--- config.mk ---
export PLATFORM = sky130hd
export DESIGN_NAME = fetch_stage_flat
export DESIGN_NICKNAME = d
export VERILOG_FILES = /design/src/rtl/proc_pkg.sv /design/src/rtl/fetch_stage_if.sv /design/src/rtl/fetch_stage_dffe_reg.sv /design/src/rtl/fetch_stage.sv /design/src/flat_wrapper.sv
export SDC_FILE = /design/constraint.sdc
export NUM_CORES = 1
export LEC_CHECK = 0
export CAP_MARGIN = 15
export CORE_ASPECT_RATIO = 0.75
export CORE_MARGIN = 2
export CORE_UTILIZATION = 30
export DETAILED_ROUTE_END_ITERATION = 6
export SLEW_MARGIN = 20
export SYNTH_ARGS = -nofsm -noshare
export SYNTH_HDL_FRONTEND = slang
export SYNTH_HIERARCHICAL = 1
export SYNTH_SLANG_ARGS = --single-unit
export TNS_END_PERCENT = 100
--- constraint.sdc ---
create_clock -name clock -period 1.9 [get_ports clock]
set_input_delay 0.19 -clock clock [delete_from_list [all_inputs] [get_ports clock]]
set_output_delay 0.19 -clock clock [all_outputs]
set_load 0.005 [all_outputs]
--- src/rtl/proc_pkg.sv ---
// Shared processor types and defaults used by the pipeline stages.
// Combinational only: no latency.
// No flow control.
package proc_pkg;

    localparam int ADDR_W = 12;
    localparam int INSN_W = 32;

    localparam logic [INSN_W-1:0] NOP_INSN = 32'h0000_0000;

    // F/D pipeline latch contents, also consumed by the decode stage
    typedef struct packed {
        logic [INSN_W-1:0] insn;
        logic [ADDR_W-1:0] pc_plus1;
        logic              valid;
    } fd_latch_t;

    // Sequential PC increment; wraps modulo 2^ADDR_W with no flag
    function automatic logic [ADDR_W-1:0] pc_inc(input logic [ADDR_W-1:0] pc);
        return pc + ADDR_W'(1);
    endfunction

endpackage

--- src/rtl/fetch_stage_if.sv ---
// Fetch-stage bus bundle: hazard/execute controls, imem port, F/D latch outputs.
// Wires only: no latency.
// Optional FETCH_PERF_CNT_EN adds the three performance counter outputs.
interface fetch_stage_if #(
    parameter int ADDR_W = proc_pkg::ADDR_W,
    parameter int INSN_W = proc_pkg::INSN_W
);
    logic              stall;
    logic              redirect;
    logic [ADDR_W-1:0] redirect_target;
    logic [ADDR_W-1:0] address_imem;
    logic [INSN_W-1:0] q_imem;
    logic [INSN_W-1:0] fd_insn;
    logic [ADDR_W-1:0] fd_pc_plus1;
    logic              fd_valid;
    logic              flush_fd;
`ifdef FETCH_PERF_CNT_EN
    logic [31:0]       perf_fetch_cnt;
    logic [31:0]       perf_stall_cnt;
    logic [31:0]       perf_flush_cnt;
`endif

    // Fetch stage side
    modport master (
`ifdef FETCH_PERF_CNT_EN
        output perf_fetch_cnt, perf_stall_cnt, perf_flush_cnt,
`endif
        input  stall, redirect, redirect_target, q_imem,
        output address_imem, fd_insn, fd_pc_plus1, fd_valid, flush_fd
    );

    // Surrounding pipeline / imem side
    modport slave (
`ifdef FETCH_PERF_CNT_EN
        input  perf_fetch_cnt, perf_stall_cnt, perf_flush_cnt,
`endif
        output stall, redirect, redirect_target, q_imem,
        input  address_imem, fd_insn, fd_pc_plus1, fd_valid, flush_fd
    );

endinterface

--- src/rtl/fetch_stage_dffe_reg.sv ---
// Generic register with synchronous active-high reset, load enable and reset value.
// One cycle: d appears on q after the posedge where en=1.
// en=0 holds the current value.
module dffe_reg #(
    parameter int               WIDTH   = 1,
    parameter logic [WIDTH-1:0] RST_VAL = '0
) (
    input  logic             clock,
    input  logic             reset,
    input  logic             en,
    input  logic [WIDTH-1:0] d,
    output logic [WIDTH-1:0] q
);

    logic [WIDTH-1:0] q_q;
    logic [WIDTH-1:0] q_d;

    // Next value: load when enabled, otherwise hold
    always_comb begin
        q_d = q_q;
        if (en) begin
            q_d = d;
        end
    end

    // State register; reset takes priority over enable
    always_ff @(posedge clock) begin
        if (reset) begin
            q_q <= RST_VAL;
        end else begin
            q_q <= q_d;
        end
    end

    assign q = q_q;

endmodule

--- src/rtl/fetch_stage.sv ---
// Instruction fetch: owns PC, drives imem address, captures {PC+1, insn} into F/D.
// imem address is combinational from pc; F/D updates one posedge after fetch.
// stall freezes PC and F/D; redirect overrides stall and flushes F/D. Optional FETCH_PERF_CNT_EN.
module fetch_stage
    import proc_pkg::*;
#(
    parameter int                ADDR_W   = proc_pkg::ADDR_W,
    parameter int                INSN_W   = proc_pkg::INSN_W,
    parameter logic [INSN_W-1:0] NOP_INSN = proc_pkg::NOP_INSN
) (
    input  logic          clock,
    input  logic          reset,
    fetch_stage_if.master fif
);

    logic [ADDR_W-1:0] pc_q;
    logic [ADDR_W-1:0] pc_d;
    logic [ADDR_W-1:0] pc_plus1;
    fd_latch_t         fd_q;
    fd_latch_t         fd_d;
    logic              upd_en;

    assign pc_plus1 = pc_inc(pc_q);

    // Next PC / F/D selection: redirect > stall > sequential fetch
    always_comb begin
        upd_en         = 1'b1;
        pc_d           = pc_plus1;
        fd_d.insn      = fif.q_imem;
        fd_d.pc_plus1  = pc_plus1;
        fd_d.valid     = 1'b1;
        if (fif.redirect) begin
            // The word fetched this cycle is on the wrong path; drop it
            pc_d          = fif.redirect_target;
            fd_d.insn     = NOP_INSN;
            fd_d.pc_plus1 = '0;
            fd_d.valid    = 1'b0;
        end else if (fif.stall) begin
            upd_en = 1'b0;
            pc_d   = pc_q;
            fd_d   = fd_q;
        end
    end

    dffe_reg #(.WIDTH(ADDR_W), .RST_VAL('0)) u_pc_reg (
        .clock (clock),
        .reset (reset),
        .en    (upd_en),
        .d     (pc_d),
        .q     (pc_q)
    );

    dffe_reg #(.WIDTH(INSN_W), .RST_VAL(NOP_INSN)) u_fd_insn_reg (
        .clock (clock),
        .reset (reset),
        .en    (upd_en),
        .d     (fd_d.insn),
        .q     (fd_q.insn)
    );

    dffe_reg #(.WIDTH(ADDR_W), .RST_VAL('0)) u_fd_pc_plus1_reg (
        .clock (clock),
        .reset (reset),
        .en    (upd_en),
        .d     (fd_d.pc_plus1),
        .q     (fd_q.pc_plus1)
    );

    dffe_reg #(.WIDTH(1), .RST_VAL(1'b0)) u_fd_valid_reg (
        .clock (clock),
        .reset (reset),
        .en    (upd_en),
        .d     (fd_d.valid),
        .q     (fd_q.valid)
    );

    // pc_q may be stale during the first reset cycle, so force the address to 0
    assign fif.address_imem = reset ? '0 : pc_q;
    assign fif.flush_fd     = fif.redirect & ~reset;
    assign fif.fd_insn      = fd_q.insn;
    assign fif.fd_pc_plus1  = fd_q.pc_plus1;
    assign fif.fd_valid     = fd_q.valid;

`ifdef FETCH_PERF_CNT_EN
    logic [31:0] perf_fetch_q;
    logic [31:0] perf_fetch_d;
    logic [31:0] perf_stall_q;
    logic [31:0] perf_stall_d;
    logic [31:0] perf_flush_q;
    logic [31:0] perf_flush_d;

    // Exactly one of the three counters advances per non-reset cycle
    always_comb begin
        perf_fetch_d = perf_fetch_q;
        perf_stall_d = perf_stall_q;
        perf_flush_d = perf_flush_q;
        if (fif.redirect) begin
            perf_flush_d = perf_flush_q + 32'd1;
        end else if (fif.stall) begin
            perf_stall_d = perf_stall_q + 32'd1;
        end else begin
            perf_fetch_d = perf_fetch_q + 32'd1;
        end
    end

    // Counter registers, cleared by reset, wrap at 2^32
    always_ff @(posedge clock) begin
        if (reset) begin
            perf_fetch_q <= '0;
            perf_stall_q <= '0;
            perf_flush_q <= '0;
        end else begin
            perf_fetch_q <= perf_fetch_d;
            perf_stall_q <= perf_stall_d;
            perf_flush_q <= perf_flush_d;
        end
    end

    assign fif.perf_fetch_cnt = perf_fetch_q;
    assign fif.perf_stall_cnt = perf_stall_q;
    assign fif.perf_flush_cnt = perf_flush_q;
`endif

endmodule

--- src/flat_wrapper.sv ---
// flat-port wrapper written by rule: the top's interface ports become plain ports
module fetch_stage_flat import proc_pkg::*;
#(
    parameter int                ADDR_W   = proc_pkg::ADDR_W,
    parameter int                INSN_W   = proc_pkg::INSN_W,
    parameter logic [INSN_W-1:0] NOP_INSN = proc_pkg::NOP_INSN
)
  (clock, reset, fif_stall, fif_redirect, fif_redirect_target, fif_q_imem, fif_address_imem, fif_fd_insn, fif_fd_pc_plus1, fif_fd_valid, fif_flush_fd);
  fetch_stage_if #(.ADDR_W(ADDR_W), .INSN_W(INSN_W)) fif_i ();
  input  logic clock;
  input  logic reset;
  input wire logic [$bits(fif_i.stall)-1:0] fif_stall;
  input wire logic [$bits(fif_i.redirect)-1:0] fif_redirect;
  input wire logic [$bits(fif_i.redirect_target)-1:0] fif_redirect_target;
  input wire logic [$bits(fif_i.q_imem)-1:0] fif_q_imem;
  output wire logic [$bits(fif_i.address_imem)-1:0] fif_address_imem;
  output wire logic [$bits(fif_i.fd_insn)-1:0] fif_fd_insn;
  output wire logic [$bits(fif_i.fd_pc_plus1)-1:0] fif_fd_pc_plus1;
  output wire logic [$bits(fif_i.fd_valid)-1:0] fif_fd_valid;
  output wire logic [$bits(fif_i.flush_fd)-1:0] fif_flush_fd;
  assign fif_i.stall = fif_stall;
  assign fif_i.redirect = fif_redirect;
  assign fif_i.redirect_target = fif_redirect_target;
  assign fif_i.q_imem = fif_q_imem;
  assign fif_address_imem = fif_i.address_imem;
  assign fif_fd_insn = fif_i.fd_insn;
  assign fif_fd_pc_plus1 = fif_i.fd_pc_plus1;
  assign fif_fd_valid = fif_i.fd_valid;
  assign fif_flush_fd = fif_i.flush_fd;
  fetch_stage #(.ADDR_W(ADDR_W), .INSN_W(INSN_W), .NOP_INSN(NOP_INSN)) u_core (.clock(clock), .reset(reset), .fif(fif_i));
endmodule
# After elaboration in Yosys (flattened, before gate mapping)
# Cells that the tools add are included.
[classes]
n_addsub = 1
n_eq_ne = 1
muxes = 7
bitwise_logic = 2
n_reduce_logical = 1
[op_table]
columns = ["op", "count"]
rows = [
  ["$mux W45", 2],
  ["$mux W12", 3],
  ["$add A12 B1 Y12 const B", 1],
  ["$mux W1", 2],
  ["$ne A2 B1 Y1 const B", 1],
  ["$reduce_and A2 Y1", 1],
  ["$and A1 B1 Y1", 1],
  ["$not A1 Y1", 1],
]
[totals]
reg_bits = 57
in_bits = 48
output_inout_bits = 58
word_cells = 16

# Depth between registers and ports, before layout
[logic_depth]
ltp_word = 3
depth_mapped = 8
mapped_depth_nobuf = 6

# Hierarchy
# The synthesis kept the hierarchy.
[by_module_without_submodules]
columns = ["mod", "instances", "cells_each", "area_each_um2"]
rows = [
  ["fetch_stage", 1, 214, 1312.5],
  ["dffe_reg at u_core.u_fd_insn_reg", 1, 103, 1163.6],
  ["dffe_reg at u_core.u_fd_pc_plus1_reg ...", 2, 38, 420.4],
  ["dffe_reg at u_core.u_fd_valid_reg", 1, 3, 33.8],
]

# Worst setup path after synthesis
# OpenSTA, ideal clock, no wires.
[synth_path]
path_type = "register to register"
start = "reg u_core.u_pc_reg.q_q[1] (netlist: u_core/u_pc_reg/q[1])"
end = "reg u_core.u_fd_pc_plus1_reg.q_q[8] (netlist: u_core/u_fd_pc_plus1_reg/q[8])"
setup_time_ps = 128
t_arrival_ps = 1551
path_slack_ps = 222
stages_incl_launch_ff = 8
period_less_slack_ps = 1678
cell_sequence = "dfxtp_1 ha_1 nand3_1 buf_2 o311ai_0 nand3_1 mux2i_1 nor2_1"
[synth_rtl]
columns = ["item", "line", "rtl"]
rows = [
  ["from (decl)", "fetch_stage_dffe_reg.sv:15", "logic [WIDTH-1:0] q_q;"],
  ["from (signal assigned)", "fetch_stage_dffe_reg.sv:31", "q_q <= q_d;"],
  ["to (signal assigned)", "fetch_stage_dffe_reg.sv:31", ""],
  ["to (decl)", "fetch_stage_dffe_reg.sv:15", ""],
]

# Worst setup path after layout
[layout_path]
start = "reg u_core.u_pc_reg.q_q[3] (netlist: u_core/u_pc_reg/q[3])"
end = "out fif_address_imem[3]"
[layout_via]
elab_chain_cells = 1
[layout_lines]
columns = ["item", "line", "rtl"]
rows = [
  ["$mux W12", "fetch_stage.sv:78", "assign fif.address_imem = reset ? '0 : pc_q;"],
  ["to (decl)", "flat_wrapper.sv:16", "output wire logic [$bits(fif_i.address_imem)-1:0] fif_address_imem;"],
]
# Every way passes these cells.

==> metrics.md <==
| Metric | Value |
|---|---|
| Final Hold Fails | 0 |
| Synthesis-stage register bit count | 57 |
| Yosys cell types | 43 |
| RePlAce Congestion | 0.816 |
| Rows | 33 |
| Post-route worst setup slack | 0.0885 ns |
| Worst-skew pair later-pin latency | 0.32 ns |
| CTS tree | yes |
| Worst-Margin Slew | 0.552 ns |
| Layout Nets | 549 |
| WHS | 0.339 ns |
| EDFF count, synth | 0 |
| Slowest stage delay, CP | 0.52 ns |
| Grt total ovfl | 0 |
| Diodes inserted | 0 |
| Starting Density | 30.7% |
| Die H | 95.5 um |
| Sum of negative setup slack | 0 ns |
| Synth top cells by count | nor2_1, mux2i_1, dfxtp_1, nor2b_1 |
| Cell area after layout | 4890 um^2 |
| F_max | 552 MHz |
| Syn_nets | 445 |
| Max transition margin | 63.2% |
| Crit path launch type | flop |
| Period utilization | 95.3% |
| CTS clk-pin slew, worst paths | 0.05 ns |
| DRC Markers | 0 |
| Largest area contributor in the synthesized netlist | dfxtp_1 |
| Synth top area cells | dfxtp_1, mux2i_1, nor2_1 |
| Leakage | 2.17 nW |
| Post-Place Cell Area | 4510 um^2 |
| DR vias/cell | 4.85 |
| Status | finished, final reports clean |
| Worst slack, placed | 0.0874 ns |
| Data required time at the worst endpoint | 1.71 ns |
| Post-DP HPWL | 6680 um |
| Pwr Total | 3.79 mW |
| WP buf/inv | 2 |
| Cell count after synthesis | 396 |
| Critical Path Fanout Max | 7 |
| Fin crit period | 1.81 ns |
| Share of cells above drive strength 1 | 9.11% |
| Clock Tree Root | clkbuf_16 |
| Crit Path Class | reg2out |
| Ys async rst share | 0% |
| Most common cell in the netlist | nor2_1 |
| CP top delay family | buffers and inverters |
| Top-Level Pins | 106 |
| Die width | 126 um |
| Post-Layout Cell Count | 645 |
| Share of the synthesized area in the top cell type | 34.1% |
| CP Data Arrival Time | 1.62 ns |
| Vias | 3128 |
| Syn_area_per_cell | 8.46 um^2 |
| Longest Clk Path Bufs | 2 |
| Max Cap Violations | 0 |
| Total track usage | 15.6% |
| Setup crit end kind | primary output |
| RSZ-0062 raised after global routing | no |
| Crit path cell chain | buf_4 -> nor2b_1 -> clkdlybuf4s50_1 |
| Drt first pass iters | 4 |
| Pwr Density | 775 nW/um^2 |
| Post-synthesis cell area | 3350 um^2 |
| H-tree Lvls | 3 |
| I/O Buffers | 105 |
| Layout Utilization | 44.9% |
| Total die area | 12000 um^2 |
| Min-Delay Path Class | in2reg |
| Drt wl/cell | 14.5 um |
| Inserted Clock Buffers | 9 |
| Fillers | 1097 |
| Post-synth top flop | dfxtp_1 |
| Vias in the first global route | 2923 |
| Synthesis-to-layout area growth | 45.9% |
| Final wirelength | 9380 um |
| ANT nets after route | 0 |
| Dpl cells | 627 |
| First-pass GRT wire length | 15000 um |
| Initial antenna violation count | 0 |
| Largest net degree at the start of global routing | 31 |
| VDD IR max | 0.412 mV |
| Post-synthesis sequential area ratio | 34.1% |
| Post-Route Skew | 0.00664 ns |
| Core Box Area | 10900 um^2 |
| Max-slew violation count | 0 |
| Initial DRC count | 193 |
| Slowest CP cell | clkdlybuf4s50_1 |
| CTS sink cnt | 57 |
| YS warnings | 6 |
| Setup-failing EPs final | 0 |
==> area by class of cell <==
| cell class | instances | area, um^2 | share of cell area (%) |
|---|---|---|---|
| clock buffers | 10 | 239 | 4.89 |
| clock inverters | 6 | 115 | 2.35 |
| inverters | 4 | 15.0 | 0.307 |
| multi-input cells | 302 | 1980 | 40.5 |
| flip-flops and latches | 57 | 1140 | 23.4 |
| well taps | 140 | 175 | 3.58 |
| repair buffers | 126 | 1220 | 24.9 |
==> cell usage in the layout, fill, tap and decap left out, types with 4 or more instances in the layout <==
cell	n
or4_1	6
a21oi_1	4
dfxtp_1	54
o21ai_0	9
clkbuf_16	9
nand3_1	12
buf_4	19
nand2_1	13
or3_1	6
clkdlybuf4s50_1	102
a31oi_1	4
mux2i_1	89
nor2_1	103
nor2b_1	16
==> cell families after synthesis <==
group / after synthesis / synth area share (%)
AO/OA/AOI/OAI: 37 / 7.54
XOR/XNOR: 5 / 1.31
adder cells (fa/ha/maj): 1 / 0.373
buffers and inverters: 37 / 6.95
flip-flops: 57 / 34.1
multiplexers: 89 / 26.6
AND/OR/NAND/NOR: 170 / 23.2
==> layer usage <==
metal  track usage (%)  vias up  routed length, um  share of wire (%)
li1                  -     1593                  -                  -
met1              22.5     1447               4860                 52
met2              22.6       83               3920                 42
met3              4.04        5                506                5.4
met4              5.04        0                 93               0.99
met5                 0        -                  0                  0
==> report_power, final <==
group | leakage, nW | switching [mW] | internal [mW] | total [mW]
combinational | 1.54 | 0.262 | 0.330 | 0.592
clock | 0.169 | 0.569 | 1.32 | 1.89
sequential | 0.466 | 0.0592 | 1.25 | 1.31
==> registers in the layout, indices dropped and copies added, names as in the netlist <==
signal	cells
u_core/u_pc_reg/q	12
u_core/u_fd_valid_reg/q	1
u_core/u_fd_pc_plus1_reg/q	12
u_core/u_fd_insn_reg/q	32
==> worst paths after layout <==
kind / start / cells past startpoint / end / slack, ns
worst min-delay path: reset / 2 / u_core/u_fd_pc_plus1_reg/q[4] / 0.34
worst max-delay path: u_core/u_pc_reg/q[3] / 3 / fif_address_imem[3] / 0.09
worst min register to register: u_core/u_fd_insn_reg/q[28] / 2 / u_core/u_fd_insn_reg/q[28] / 0.52
worst max register to register: u_core/u_pc_reg/q[7] / 5 / u_core/u_pc_reg/q[11] / 0.12
==> timing repair <==
item                       in CTS  in global routing
resized for setup               0                  5
setup endpoints to repair       0                  9
hold buffers                    0                  0
setup buffers                   0                  2
No activity file was read; power rests on OpenSTA's default activity.
